<file path="src/rtl/px_record_drain_pkg.sv">
// rtl/px_record_drain_pkg.sv - shared constants, record layout and state type for the pixel-record drain
// Purpose : frame geometry, 104-bit record field slices, escape marker,
//           drain FSM encoding and the escape-test helper.
// Ports   : none (package)
package px_record_drain_pkg;

   localparam int H_ACTIVE = 800;
   localparam int V_ACTIVE = 480;
   localparam int REC_W    = 104;

   // Record layout: {PxVal, Xval, Yval, Iteration}
   localparam int PX_HI = 103;
   localparam int PX_LO = 96;
   localparam int X_HI  = 95;
   localparam int X_LO  = 64;
   localparam int Y_HI  = 63;
   localparam int Y_LO  = 32;
   localparam int IT_HI = 31;
   localparam int IT_LO = 0;

   localparam logic [31:0] ESCAPED_MARK = 32'hFFFF_FFFF;

   typedef enum logic [0:0] {
      RUN         = 1'b0,
      RESYNC_WAIT = 1'b1
   } drain_state_t;

   // The math stage marks an escaped pixel by saturating both coordinates.
   function automatic logic is_escaped(input logic [REC_W-1:0] rec);
      return (rec[X_HI:X_LO] == ESCAPED_MARK) && (rec[Y_HI:Y_LO] == ESCAPED_MARK);
   endfunction

endpackage

</file>
<file path="src/rtl/px_record_drain_addr_counter.sv">
// rtl/px_record_drain_addr_counter.sv - linear pixel address counter with frame wrap and pass-done pulse
// Purpose : counts pixels 0..N_PIX-1, wraps to 0 after the last pixel and
//           pulses o_Pass_Done the cycle after the wrapping step.
// Ports   : i_Clk, i_Reset (sync, active high)
//           i_Step      advance by one pixel
//           i_Clear     restart at pixel 0 (a wrap on the same step still pulses)
//           o_Addr      current pixel address
//           o_Wrap      combinational: this step is the last pixel of the frame
//           o_Pass_Done registered one-cycle pulse after a wrap
module px_addr_counter
   import px_record_drain_pkg::*;
#(
   parameter int ADDR_W = 19,
   parameter int N_PIX  = H_ACTIVE * V_ACTIVE
) (
   input  logic              i_Clk,
   input  logic              i_Reset,
   input  logic              i_Step,
   input  logic              i_Clear,
   output logic [ADDR_W-1:0] o_Addr,
   output logic              o_Wrap,
   output logic              o_Pass_Done
);

   localparam logic [ADDR_W-1:0] LAST_ADDR = ADDR_W'(N_PIX - 1);

   logic [ADDR_W-1:0] r_addr;
   logic              r_pass_done;

   assign o_Wrap      = i_Step && (r_addr == LAST_ADDR);
   assign o_Addr      = r_addr;
   assign o_Pass_Done = r_pass_done;

   always_ff @(posedge i_Clk) begin
      if (i_Reset) begin
         r_addr      <= '0;
         r_pass_done <= 1'b0;
      end else begin
         r_pass_done <= o_Wrap;
         if (i_Clear || o_Wrap) begin
            r_addr <= '0;
         end else if (i_Step) begin
            r_addr <= r_addr + 1'b1;
         end
      end
   end

endmodule

</file>
<file path="src/rtl/px_record_drain.sv">
// rtl/px_record_drain.sv - drains math-output pixel records into frame-store writes with pass statistics
// Purpose : pops show-ahead FIFO records into a one-entry holding register,
//           issues one addressed frame-store write per record, counts escaped
//           pixels per pass and flags convergence between passes.
// Ports   : i_Clk, i_Reset (sync, active high)
//           i_Fifo_Data/i_Fifo_Empty/o_Fifo_Rdack  FIFO head and pop
//           o_Mem_Valid/i_Mem_Ready/o_Mem_Addr/o_Mem_Data  frame-store write
//           i_Resync      restart addressing at pixel 0
//           o_Pass_Done   pulse after the last pixel of a pass is written
//           o_Pass_Count  completed passes (saturating)
//           o_Last_Escaped escaped count of the latest completed pass
//           o_Converged   two consecutive passes had equal nonzero escaped counts
module px_record_drain #(
   parameter int H_ACTIVE = px_record_drain_pkg::H_ACTIVE,
   parameter int V_ACTIVE = px_record_drain_pkg::V_ACTIVE,
   parameter int ADDR_W   = 19,
   parameter int DATA_W   = 104,
   parameter int PASS_W   = 16
) (
   input  logic              i_Clk,
   input  logic              i_Reset,
   input  logic [DATA_W-1:0] i_Fifo_Data,
   input  logic              i_Fifo_Empty,
   output logic              o_Fifo_Rdack,
   output logic              o_Mem_Valid,
   input  logic              i_Mem_Ready,
   output logic [ADDR_W-1:0] o_Mem_Addr,
   output logic [DATA_W-1:0] o_Mem_Data,
   input  logic              i_Resync,
   output logic              o_Pass_Done,
   output logic [PASS_W-1:0] o_Pass_Count,
   output logic [ADDR_W-1:0] o_Last_Escaped,
   output logic              o_Converged
);
   import px_record_drain_pkg::*;

   drain_state_t      r_state;
   logic              r_mem_valid;
   logic [DATA_W-1:0] r_mem_data;
   logic [ADDR_W-1:0] r_run_esc;
   logic [ADDR_W-1:0] r_last_esc;
   logic [PASS_W-1:0] r_pass_count;
   logic              r_converged;

   logic              w_beat;
   logic              w_rdack;
   logic              w_clear;
   logic              w_wrap;
   logic              w_esc_beat;
   logic [ADDR_W-1:0] w_new_last;

   assign w_beat  = r_mem_valid && i_Mem_Ready;
   assign w_rdack = !i_Fifo_Empty && (!r_mem_valid || i_Mem_Ready) && (r_state == RUN);

   // A resync may only restart addressing once no record is left waiting for
   // its old address; a stalled request defers it to its own beat.
   assign w_clear = ((r_state == RUN) && i_Resync && (!r_mem_valid || i_Mem_Ready)) ||
                    ((r_state == RESYNC_WAIT) && w_beat);

   assign w_esc_beat = w_beat && is_escaped(r_mem_data);
   assign w_new_last = r_run_esc + ADDR_W'(w_esc_beat);

   px_addr_counter #(
      .ADDR_W (ADDR_W),
      .N_PIX  (H_ACTIVE * V_ACTIVE)
   ) u_addr (
      .i_Clk       (i_Clk),
      .i_Reset     (i_Reset),
      .i_Step      (w_beat),
      .i_Clear     (w_clear),
      .o_Addr      (o_Mem_Addr),
      .o_Wrap      (w_wrap),
      .o_Pass_Done (o_Pass_Done)
   );

   assign o_Fifo_Rdack   = w_rdack;
   assign o_Mem_Valid    = r_mem_valid;
   assign o_Mem_Data     = r_mem_data;
   assign o_Pass_Count   = r_pass_count;
   assign o_Last_Escaped = r_last_esc;
   assign o_Converged    = r_converged;

   always_ff @(posedge i_Clk) begin
      if (i_Reset) begin
         r_state      <= RUN;
         r_mem_valid  <= 1'b0;
         r_mem_data   <= '0;
         r_run_esc    <= '0;
         r_last_esc   <= '0;
         r_pass_count <= '0;
         r_converged  <= 1'b0;
      end else begin
         if (w_rdack) begin
            r_mem_data  <= i_Fifo_Data;
            r_mem_valid <= 1'b1;
         end else if (w_beat) begin
            r_mem_valid <= 1'b0;
         end

         case (r_state)
            RUN:         if (i_Resync && r_mem_valid && !i_Mem_Ready) r_state <= RESYNC_WAIT;
            RESYNC_WAIT: if (w_beat) r_state <= RUN;
            default:     r_state <= RUN;
         endcase

         // A wrap closes the pass even when a resync lands on the same beat.
         if (w_wrap) begin
            r_last_esc  <= w_new_last;
            r_run_esc   <= '0;
            r_converged <= (w_new_last == r_last_esc) && (w_new_last != '0) &&
                           (r_pass_count != '0);
            if (r_pass_count != '1) r_pass_count <= r_pass_count + 1'b1;
         end else if (w_clear) begin
            r_run_esc   <= '0;
            r_converged <= 1'b0;
         end else if (w_esc_beat) begin
            r_run_esc <= r_run_esc + 1'b1;
         end
      end
   end

endmodule

</file>
<file path="config.mk">
export PLATFORM = sky130hd
export DESIGN_NAME = px_record_drain
export DESIGN_NICKNAME = d
export VERILOG_FILES = /design/src/rtl/px_record_drain_pkg.sv /design/src/rtl/px_record_drain_addr_counter.sv /design/src/rtl/px_record_drain.sv
export SDC_FILE = /design/constraint.sdc
export NUM_CORES = 1
export LEC_CHECK = 0
export CAP_MARGIN = 20
export CORE_MARGIN = 4
export CORE_UTILIZATION = 46
export CTS_CLUSTER_DIAMETER = 40
export CTS_CLUSTER_SIZE = 24
export DETAILED_ROUTE_END_ITERATION = 8
export GPL_TIMING_DRIVEN = 0
export PLACE_DENSITY = 0.84
export SLEW_MARGIN = 20
export SYNTH_ARGS = -nofsm -noshare
export SYNTH_HDL_FRONTEND = slang
export SYNTH_SLANG_ARGS = --single-unit
</file>
<file path="constraint.sdc">
create_clock -name i_Clk -period 4.93 [get_ports i_Clk]
set_input_delay 0.986 -clock i_Clk [delete_from_list [all_inputs] [get_ports i_Clk]]
set_output_delay 0.986 -clock i_Clk [all_outputs]
set_load 0.005 [all_outputs]
</file>
# Yosys cells after proc, flatten, opt, wreduce, memory -nomap -nowiden
# Index checks and enable logic that the tools add are counted.
dict set report classes {
  addsub 4
  eq_ne 5
  muxes 7
  n_bitwise 1
  n_reduce_logical 26
}
# op count
set op_table {}
lappend op_table {{32-bit == test, second input constant} 2}
lappend op_table {{19-bit by 1-bit adder with 19-bit output, second input constant} 2}
lappend op_table {{19-bit by 1-bit adder with 19-bit output} 1}
lappend op_table {{19-bit == test} 1}
lappend op_table {{19-bit == test, second input constant} 1}
lappend op_table {{19-bit nonzero test} 1}
lappend op_table {{16-bit by 1-bit adder with 16-bit output, second input constant} 1}
lappend op_table {{16-bit != test, second input constant} 1}
lappend op_table {{16-bit nonzero test} 1}
lappend op_table {{1-bit logical AND} 13}
lappend op_table {{1-bit two-way mux} 6}
lappend op_table {{2-bit nonzero test} 2}
lappend op_table {{1-bit zero test} 3}
lappend op_table {{1-bit logical OR} 3}
lappend op_table {{3-bit OR reduction} 1}
lappend op_table {{1-bit one-hot mux with 2 select lines} 1}
lappend op_table {{2-bit AND reduction} 1}
lappend op_table {{2-bit OR reduction} 1}
lappend op_table {{1-bit inverter} 1}
dict set report word_totals {
  register_bits 181
  output_inout_bits 162
  wordCells 52
}

# Depth between registers and ports, before layout
dict set report logic_depth {
  ltp_word 8
  depth_mapped 13
}

# Cells and area by module
# A second synthesis with hierarchy kept.
dict set report hier_totals {
  hier_cells 978
  area_unflattened_um2 7876.3
}
# mod n_inst cells_per_inst area_each_um2 seq_area_each_um2
set by_module_without_submodules {}
lappend by_module_without_submodules {px_record_drain 1 870 6915.4 3223.1}
lappend by_module_without_submodules {px_addr_counter 1 108 960.9 400.4}

# Least setup slack after synthesis
# No wires, ideal clock.
dict set report synth_timing {
  kind {input -> register}
  from {input i_Mem_Ready}
  to {register r_converged, in the netlist o_Converged}
  setup_time_ps 115
  t_arrival_ps 3845
  path_slack_ps 969
  stages 13
  n_path_buf 0
  path_cell_list {nand4_1 > nor4_2 > nand4_1 > nor2_1 > ha_1 > ha_1 > nand3_1 > nor4_1 > xnor2_1 > nand3_1 > or4_1 > or3_1 > a31o_1}
}
dict set report synth_via {
  elab_chain_len 7
}
# element line
set synth_lines {}
lappend synth_lines {{start, declared} px_record_drain.sv:26} ;# input logic i_Mem_Ready,
lappend synth_lines {{1-bit logical AND *} px_record_drain.sv:52} ;# assign w_beat = r_mem_valid && i_Mem_Ready;
lappend synth_lines {{1-bit logical AND *} px_record_drain.sv:60} ;# assign w_esc_beat = w_beat && is_escaped(r_mem_data);
lappend synth_lines {{named net w_esc_beat} px_record_drain.sv:49} ;# logic w_esc_beat;
lappend synth_lines {{19-bit by 1-bit adder with 19-bit output *} px_record_drain.sv:61} ;# assign w_new_last = r_run_esc + ADDR_W'(w_esc_beat);
lappend synth_lines {{19-bit == test / 19-bit nonzero test (equally long branches)} px_record_drain.sv:110} ;# r_converged <= (w_new_last == r_last_esc) && (w_new_last != '0) &&
lappend synth_lines {{1-bit logical AND * (2 in series)} px_record_drain.sv:110}
lappend synth_lines {{1-bit two-way mux *} px_record_drain.sv:107} ;# if (w_wrap) begin
lappend synth_lines {{end signal, assigned} px_record_drain.sv:110}
lappend synth_lines {{end, declared} px_record_drain.sv:43} ;# logic r_converged;
# Mark *: on every way through the listed nets, which the timed path passes. The rest lies on a longest branch.
# A chain may end at the register's enable or synchronous reset.

# Worst setup path in the final report
# Ends and elaborated chain as after synthesis.

==> run metrics <==
nets@finish about 1400; f_max around 0.22 GHz; Util after Layout 0.689; core area 16600 um2; Avg Inst Size Synth about 8 um2; Antenna Cells 0; Die Area about 19000 um2; crit path DAT between 4 and 5 ns; hold crit path type reg2reg; Tot GR Track Use 0.269; Syn Nets around 1100; area added between synthesis and finish 46.7%; final WL between 20000 and 30000 um; Synth Flop Type dfxtp_1; final setup vio count 0; IO buf count between 200 and 300; crit-path max FO 5; peak supply drop 0.253 mV; Worst-Margin Slew 0.911 ns; sequential element share of the synthesized area 0.464; worst hold slack 0.457 ns; endpoint type of the worst setup path flop; Mapped Area about 8000 um2; Yosys cell types 61; CTS tree yes; endpoints failing hold 0; hpwl dp ~20000 um; Initial Util 0.470; worst skew pair latency 0.43 ns; Placer Congestion 0.947; Hold Crit Depth 2; root buf cell clkbuf_16; CP startpoint i_Mem_Ready; unrepaired setup endpoints after global routing no; number of flops mapped to enable cells by yosys 0; Final min period approximately 4.6 ns; top cell type's share of synthesized area 0.464; top-count cell post-synth nand2_1; Site Rows 47; required time worst endpoint 5.25 ns; Rel. slew slack 0.387; pwr dens between 300 and 400 nW/um2; Final Slew Violations 0; remaining antenna violation count 0; DRC violations left 0; Synth Warn # 0; clk_skew 0.0126 ns; wire per inst ~18 um; I/O pin count around 270; Startpoint Class input pin; Die Y 138 um; Tcrit/Tclk final 0.933; Max Buffers Root-to-Sink 2; initial antenna violation count 0; static leakage power between 4 and 5 nW; R2R cell count 12; DRT Pass-1 Iters 7; Clk pin slew, worst setup/hold paths roughly 0.070 ns; hold_buf cts 0; synth cell count leaders nand2_1, dfxtp_1, a21oi_1; Via density approximately 5.4; maxcap violations 0; clock sinks roughly 180; Hold Path Origin o_Mem_Data[16]; Cells after Synth slightly below 1000; Reg2Reg Launch Point o_Mem_Data[49]; fin worst setup slack about 0.33 ns; CTS Buf Count 17; largest net degree at the start of global routing 17; critical path class in2reg; first-pass GRT wire length 41700 um; asr flop ratio synth 0; GR Overflow Total 0; cell taking the most area after synthesis dfxtp_1; main area contributors after synthesis dfxtp_1, nand2_1, a21oi_1; status complete, no violations; pre-CTS setup slack -0.305 ns; 1st-iter DRT viols approximately 500; die width approximately 140 um; share of cells above drive strength 1 0.0517; vias in the first global route a little under 8000; synthesized flop and latch total 181; vias 8066; H-Tree Depth 4
[flip-flops by register name (all words and copies together), names as in the netlist]
signal,cells
o_Last_Escaped,19
u_addr.o_Addr,19
o_Mem_Valid,1
o_Pass_Count,16
u_addr.o_Pass_Done,1
r_run_esc,19
o_Converged,1
r_state,1
o_Mem_Data,104
[through the flow]
step                      TNS [ns]  instance area (um2)  std cells  total power [mW]
after floorplan                  0                 7820        976              1.71
after global placement      -0.306                10800       1465              1.97
after detailed placement    -0.305                10800       1465              1.98
after CTS                        0                11400       1497              3.47
after global routing             0                11500       1497              3.56
final                            0                11500       1497              3.45
[cell families after synthesis]
kind of cell,Yosys count,synth area share
AOI/OAI and AO/OA,177,0.130
xor gates and xnor gates,71,0.0795
adders and majority gates,6,0.00960
buffers and inverters,76,0.0394
DFF,181,0.464
muxes,3,0.00400
and+or+nand+nor,462,0.274
[routing by layer]
layer,part of all wire,vias to the layer above,wire [um],GRT usage
li1,-,3901,-,-
met1,0.39,3765,10400,0.305
met2,0.49,324,13100,0.466
met3,0.073,76,1970,0.0749
met4,0.050,0,1330,0.131
met5,0,-,0,0
[where the power goes]
group	internal (mW)	switching (mW)
Sequential	1.52	0.0413
Combinational	0.210	0.177
Clock	0.908	0.599
Total	2.64	0.817
[cell type report]
class                   instances  area, um2
plain buffers                  63        259
clock inverters                14        220
clock buffers                  18        429
multi-input cells             719       3920
repair buffers                269       2690
fillers                      1305       5170
flip-flops and latches        181       3620
inverters                      13       48.8
well taps                     220        275
[cells in the final DEF (no fill, tap or decap), types with 12 or more instances in the layout]
cell	netlist	routed
clkdlybuf4s50_1	0	269
nand2_1	243	243
dfxtp_1	181	181
a21oi_1	121	121
nor2_1	78	77
clkbuf_1	43	44
xor2_1	37	37
nand4_1	34	34
xnor2_1	34	34
nand3_1	23	22
a211oi_1	17	17
clkbuf_16	0	17
nor4_1	15	14
nor3_1	13	12
inv_1	12	12
[what timing repair did]
item                       in CTS  in global routing
gates resized for setup         0                  6
setup buffers                   0                  0
setup endpoints to repair       0                  1
[worst paths after layout]
check        slack [ns]        endpoint
max                0.33     o_Converged
min                0.46  o_Mem_Data[16]
max reg2reg        0.92     o_Converged
min reg2reg        0.46  o_Mem_Data[16]
[worst max-delay path: stages]
cell and delay [ns]:
clkdlybuf4s50_1 0.57, nand4_1 0.13, nor4_2 0.41, nand4_1 0.21, nor2_1 0.16, ha_1 0.18, nand3_1 0.16, nor3_1 0.56
nand4_1 0.27, xnor2_1 0.20, or4_1 0.51, or3_1 0.39, a31o_1 0.18
Power figures use the tool's default switching activity.
